## config.mk

```make
export PLATFORM = sky130hd
export DESIGN_NAME = instr_fetch
export DESIGN_NICKNAME = d
export VERILOG_FILES = /design/src/rtl/instr_fetch.sv
export SDC_FILE = /design/constraint.sdc
export NUM_CORES = 1
export LEC_CHECK = 0
export ABC_CLOCK_PERIOD_IN_PS = 5000
export BUFFER_PORTS_ARGS = -buffer_cell sky130_fd_sc_hd__buf_2
export CORE_UTILIZATION = 41
export CTS_CLUSTER_SIZE = 28
export DETAILED_ROUTE_END_ITERATION = 6
export GPL_TIMING_DRIVEN = 0
export PLACE_DENSITY_LB_ADDON = 0.08
export SYNTH_ARGS = -nofsm -noshare
export SYNTH_HDL_FRONTEND = slang
export SYNTH_SLANG_ARGS = --single-unit
```

## constraint.sdc

```tcl
create_clock -name clk -period 5 [get_ports clk]
set_input_delay 0.5 -clock clk [delete_from_list [all_inputs] [get_ports clk]]
set_output_delay 0.5 -clock clk [all_outputs]
set_load 0.05 [all_outputs]
```

## src/rtl/instr_fetch.sv

```systemverilog
// Instruction fetch unit: PC register, single-outstanding imem read handshake, and IR/opcode capture.
// Optional ack-wait timeout is enabled by defining FETCH_TIMEOUT_EN.
module instr_fetch #(
    parameter int                ADDR_W      = 32,
    parameter logic [ADDR_W-1:0] RESET_PC    = 32'h0000_0000,
    parameter int                TIMEOUT_CYC = 15
) (
    input  logic              clk,
    input  logic              rst_n,
    input  logic              fetch_start,
    input  logic              pc_write,
    input  logic [ADDR_W-1:0] pc_target,
    output logic              imem_req,
    output logic [ADDR_W-1:0] imem_addr,
    input  logic              imem_ack,
    input  logic [31:0]       imem_rdata,
    output logic [31:0]       ir,
    output logic [5:0]        opcode,
    output logic [ADDR_W-1:0] pc,
    output logic              fetch_done,
    output logic              busy,
    output logic              fetch_err
);

    typedef enum logic [1:0] {
        IDLE = 2'd0,
        REQ  = 2'd1,
        DONE = 2'd2
    } state_t;

    localparam logic [ADDR_W-1:0] PC_STEP = {{(ADDR_W-3){1'b0}}, 3'b100};

    state_t            state_r;
    state_t            state_s;
    logic [ADDR_W-1:0] pc_r;
    logic [ADDR_W-1:0] pc_s;
    logic [ADDR_W-1:0] addr_r;
    logic [31:0]       ir_r;
    logic [31:0]       ir_s;
    logic              redirect_r;
    logic              redirect_s;
    logic              req_r;
    logic              done_r;
    logic              capture_s;
    logic              load_s;
    logic              timeout_s;
    logic              tmo_hit_s;

`ifdef FETCH_TIMEOUT_EN
    localparam int               CNT_W    = $clog2(TIMEOUT_CYC + 1);
    localparam logic [CNT_W-1:0] CNT_LAST = CNT_W'(TIMEOUT_CYC - 1);
    localparam logic [CNT_W-1:0] CNT_ONE  = {{(CNT_W-1){1'b0}}, 1'b1};

    logic [CNT_W-1:0] cnt_r;
    logic             err_r;

    // The last permitted wait cycle ends the fetch with an error instead of waiting further.
    assign tmo_hit_s = (cnt_r == CNT_LAST);
    assign fetch_err = err_r;

    // Ack-wait counter: restarts on each new request, counts REQ cycles without ack.
    always_ff @(posedge clk or negedge rst_n) begin
        if (!rst_n) begin
            cnt_r <= '0;
        end else if (capture_s) begin
            cnt_r <= '0;
        end else if ((state_r == REQ) && !imem_ack) begin
            cnt_r <= cnt_r + CNT_ONE;
        end else begin
            cnt_r <= cnt_r;
        end
    end

    // Sticky timeout flag, cleared only by reset.
    always_ff @(posedge clk or negedge rst_n) begin
        if (!rst_n) begin
            err_r <= 1'b0;
        end else if (timeout_s) begin
            err_r <= 1'b1;
        end else begin
            err_r <= err_r;
        end
    end
`else
    logic tmo_unused_s;

    assign tmo_hit_s    = 1'b0;
    assign tmo_unused_s = (TIMEOUT_CYC > 32'sd0);
    assign fetch_err    = 1'b0;
`endif

    // Next-state logic for the IDLE -> REQ -> DONE fetch sequence.
    always_comb begin
        state_s   = state_r;
        capture_s = 1'b0;
        load_s    = 1'b0;
        timeout_s = 1'b0;
        case (state_r)
            IDLE: begin
                if (fetch_start) begin
                    state_s   = REQ;
                    capture_s = 1'b1;
                end else begin
                    state_s = IDLE;
                end
            end
            REQ: begin
                if (imem_ack) begin
                    state_s = DONE;
                    load_s  = 1'b1;
                end else if (tmo_hit_s) begin
                    state_s   = DONE;
                    timeout_s = 1'b1;
                end else begin
                    state_s = REQ;
                end
            end
            DONE: begin
                state_s = IDLE;
            end
            default: begin
                state_s = IDLE;
            end
        endcase
    end

    // PC, IR and redirect bookkeeping; a redirect during the fetch suppresses the +4 step.
    always_comb begin
        pc_s       = pc_r;
        ir_s       = ir_r;
        redirect_s = 1'b0;
        if (pc_write) begin
            pc_s = pc_target;
        end else if (load_s && !redirect_r) begin
            pc_s = addr_r + PC_STEP;
        end else begin
            pc_s = pc_r;
        end
        if (load_s) begin
            ir_s = imem_rdata;
        end else if (timeout_s) begin
            ir_s = 32'h0000_0000;
        end else begin
            ir_s = ir_r;
        end
        if ((state_r == REQ) && (state_s == REQ)) begin
            redirect_s = redirect_r | pc_write;
        end else begin
            redirect_s = 1'b0;
        end
    end

    // State and datapath registers; handshake outputs are registered from the next state.
    always_ff @(posedge clk or negedge rst_n) begin
        if (!rst_n) begin
            state_r    <= IDLE;
            pc_r       <= RESET_PC;
            addr_r     <= RESET_PC;
            ir_r       <= 32'h0000_0000;
            redirect_r <= 1'b0;
            req_r      <= 1'b0;
            done_r     <= 1'b0;
        end else begin
            state_r    <= state_s;
            pc_r       <= pc_s;
            addr_r     <= capture_s ? pc_r : addr_r;
            ir_r       <= ir_s;
            redirect_r <= redirect_s;
            req_r      <= (state_s == REQ);
            done_r     <= (state_s == DONE);
        end
    end

    assign imem_req   = req_r;
    assign busy       = req_r;
    assign imem_addr  = addr_r;
    assign ir         = ir_r;
    assign opcode     = ir_r[31:26];
    assign pc         = pc_r;
    assign fetch_done = done_r;

endmodule

```

==> flow_metrics.py <==
metrics = {
    "final_layout": {
        "antenna_cells": 0,
        "area_growth_syn_to_layout_pct": 28.3,
        "drive_gt1_share_pct": 39.3,
        "fin_nets": 693,
        "stdcell_count": 768,
        "nFillCells": 1016,
        "postLayoutCellArea_um2": 5840,
    },
    "cts": {
        "cts_tree": "done",
        "clkTransAtPathRegs_ns": 0.09,
        "cts-root-buf": "clkbuf_8",
        "cts_resized": 0,
        "clkSinkCount": 101,
        "htree_num_levels": 3,
        "cts_hold_buf": 0,
        "postCtsSetupBuffers": 0,
        "clockBufferDepth": 2,
        "clk_latency_ns": 0.37,
        "cts_made_buffers": 9,
    },
    "pwr": {
        "power.share.clock_pct": 13.6,
        "p_int_w": 0.00200,
        "ir_drop_uv": 351,
        "power_density_nw_per_um2": 729,
        "p_leak_nw": 2.95,
        "swShare_pct": 53.1,
        "pwr-share-seq_pct": 33.7,
        "p_total_w": 0.00426,
        "p_comb_share_pct": 52.7,
        "p_sw_w": 0.00226,
    },
    "grt": {
        "grt_max_degree": 54,
        "grt_first_pass_wirelength_um": 18400,
        "grt_pass1_vias": 3653,
        "track_usage_pct": 20.7,
        "antenna_found_initial": 0,
        "grt_overflow": 0,
    },
    "place": {
        "placed_area_um2": 5620,
        "io_buffer_count": 172,
        "placed_cells": 752,
        "gp_congestion": 0.800,
        "dpl.hpwl_um": 8460,
    },
    "floorplanning": {
        "dieArea_um2": 11500,
        "std_cell_rows": 38,
        "start_util_pct": 42.0,
        "die-width_um": 107,
        "die_h_um": 107,
        "io_pins": 175,
        "core-area_um2": 10800,
    },
    "synth": {
        "syn_nets": 509,
        "ys_seq_area_share_pct": 55.5,
        "synth.distinct_cells": 41,
        "netlist_area_um2": 4550,
        "synth.top_cell.area_share_pct": 55.5,
        "ys_ff_latch": 101,
        "syn_inst": 439,
        "yosys.area.top_type": "dfrtp_1",
        "ys_warn_count": 0,
        "synth_area_leaders": "dfrtp_1 (56%), nand2_1 (9.8%), mux2_2 (6.9%)",
        "synth.avg_cell_area_um2": 10.4,
    },
    "setup_path": {
        "critPathMaxFanout": 7,
        "crit_top_cell": "and4_1",
        "crit_family": "simple AND/OR/NAND/NOR gates",
        "crit_buf_inv": 1,
        "max_stage_delay_ns": 0.47,
        "cp-startpoint": "imem_addr[2]",
        "critical_path_class": "flip-flop to flip-flop",
        "cp-start-kind": "flip-flop",
        "crit_chain": "ha_1, and4_1, and4_1, buf_2, nand2_1, xor2_1, o21ai_0",
        "cp.arrival_ns": 2.22,
        "worst_setup_path_end_kind": "flip-flop",
        "cp.depth": 7,
        "slowest_stage": "dfrtp_1",
        "ff2ff_path_depth": 7,
        "r2r-start": "imem_addr[2]",
        "worstPathRequired_ns": 5.27,
    },
    "timing": {
        "post-route-period-util_pct": 38.9,
        "final_hold_viol_count": 0,
        "fin_crit_ns": 1.95,
        "rsz0062_at_grt": "no",
        "skew_ns": 0.00960,
        "relSlewSlack_pct": 53.4,
        "tightestPinTransition_ns": 0.699,
        "drv_slew": 0,
        "fin_setup_tns_ns": 0,
        "fmax_mhz": 514,
        "setup_viol": 0,
    },
    "drt": {
        "drtIter0Drc": 146,
        "vias": 3807,
        "post_drt_wl_per_cell_um": 15.1,
        "drc": 0,
        "first_pass_iters": 6,
        "totalWireLength_um": 11600,
        "viasPerCell": 4.96,
        "antenna_left": 0,
    },
    "min_path": {
        "hold_class": "input pin to async pin",
    },
    "job": {
        "maxCapViolCount": 0,
    },
    "run_status": {
        "status": "finished, final reports clean",
    },
}
-- worst register-to-register path, stage by stage, from the launching register on --
cell     delay (ns)
dfrtp_1        0.47
ha_1           0.26
and4_1         0.30
and4_1         0.23
buf_2          0.19
nand2_1        0.08
xor2_1         0.15
o21ai_0        0.19
-- worst paths after layout --
path / end / slack, ns
max in group asynchronous: pc[28] / 4.16
hold / removal: pc[12] / 0.16
setup reg to reg: pc[28] / 3.05
setup / recovery: pc[28] / 3.05
min in group clk: ir[9] / 0.31
hold reg to reg: ir[16] / 0.48
-- layer usage --
layer	part of all wire, %	global-route usage, %
met5	0	0
met4	1.7	8.02
met3	7.9	5.21
met2	46	32.4
met1	44	27.7
-- final cells by class --
cell class | instances | area, µm² | area share (%)
plain buffers | 30 | 184 | 3.15
multi-input cells | 302 | 1820 | 31.1
well taps | 140 | 175 | 3.00
flip-flops and latches | 101 | 2530 | 43.3
inverters | 6 | 22.5 | 0.386
clock buffers | 10 | 138 | 2.36
repair buffers | 173 | 891 | 15.3
clock inverters | 6 | 86.3 | 1.48
-- kinds of logic (layout without fill, tap and decap cells) --
logic type	count (synthesis)	count (layout)	share of synthesized area, %
compound gates	67	67	9.29
xor+xnor	27	27	5.20
fa+ha+maj	1	1	0.275
buf+inv	36	225	4.54
flops	101	101	55.5
mux	31	31	7.59
other cells	1	1	0.0824
simple gates	175	175	17.5
-- sequential cells by signal, summed over array words and instances (netlist names) --
signal and flops:
pc 32, redirect_r 1, ir 32, busy 1
fetch_done 1, imem_addr 32, state_r 2
-- stage by stage --
| stage | hold WS (ns) | utilization (%) | setup slack [ns] |
|---|---|---|---|
| CTS | 0.179 | 53.9 | 3.04 |
| global placement | 0.452 | 51.5 | 2.32 |
| detailed placement | 0.458 | 51.8 | 2.90 |
| finish | 0.161 | 53.9 | 3.05 |
| floorplan | 0.204 | - | 2.99 |
| global route | 0.202 | 53.9 | 2.85 |
-- cell usage in the layout (no fill, tap or decap), types with 5 or more instances in the layout --
master	n
dfrtp_1	101
clkbuf_8	13
clkbuf_1	8
buf_4	9
o21ai_2	5
nor2_1	13
nand3_1	12
buf_2	177
nand4_1	11
a22oi_1	20
xor2_1	18
o21ai_0	27
inv_1	5
xnor2_1	9
mux2_2	28
nand2_1	119
a21oi_1	6
-- synth_stat cells, drive strengths merged --
master  instances
a211oi          2
a21oi           6
a221oi          1
a22oi          20
and2            1
and3            3
and4            3
buf            16
clkbuf         14
clkinv          1
conb            1
dfrtp         101
ha              1
inv             5
mux2           28
mux2i           3
nand2         119
nand2b          1
nand3          12
nand3b          1
nand4          12
nor2           13
nor3            2
nor3b           4
nor4            2
nor4b           1
o21a            1
o21ai          35
o221ai          2
or3             1
xnor2           9
xor2           18
-- power groups by stage --
stage / Combinational (W) / Clock [W] / Sequential (W)
after floorplan: 0.000662 / 0 / 0.00247
after global placement: 0.00225 / 0 / 0.00143
after detailed placement: 0.00227 / 0 / 0.00144
after CTS: 0.00227 / 0.000602 / 0.00144
after global routing: 0.00238 / 0.000630 / 0.00148
final: 0.00225 / 0.000579 / 0.00143
Power figures use the tool's default switching activity.
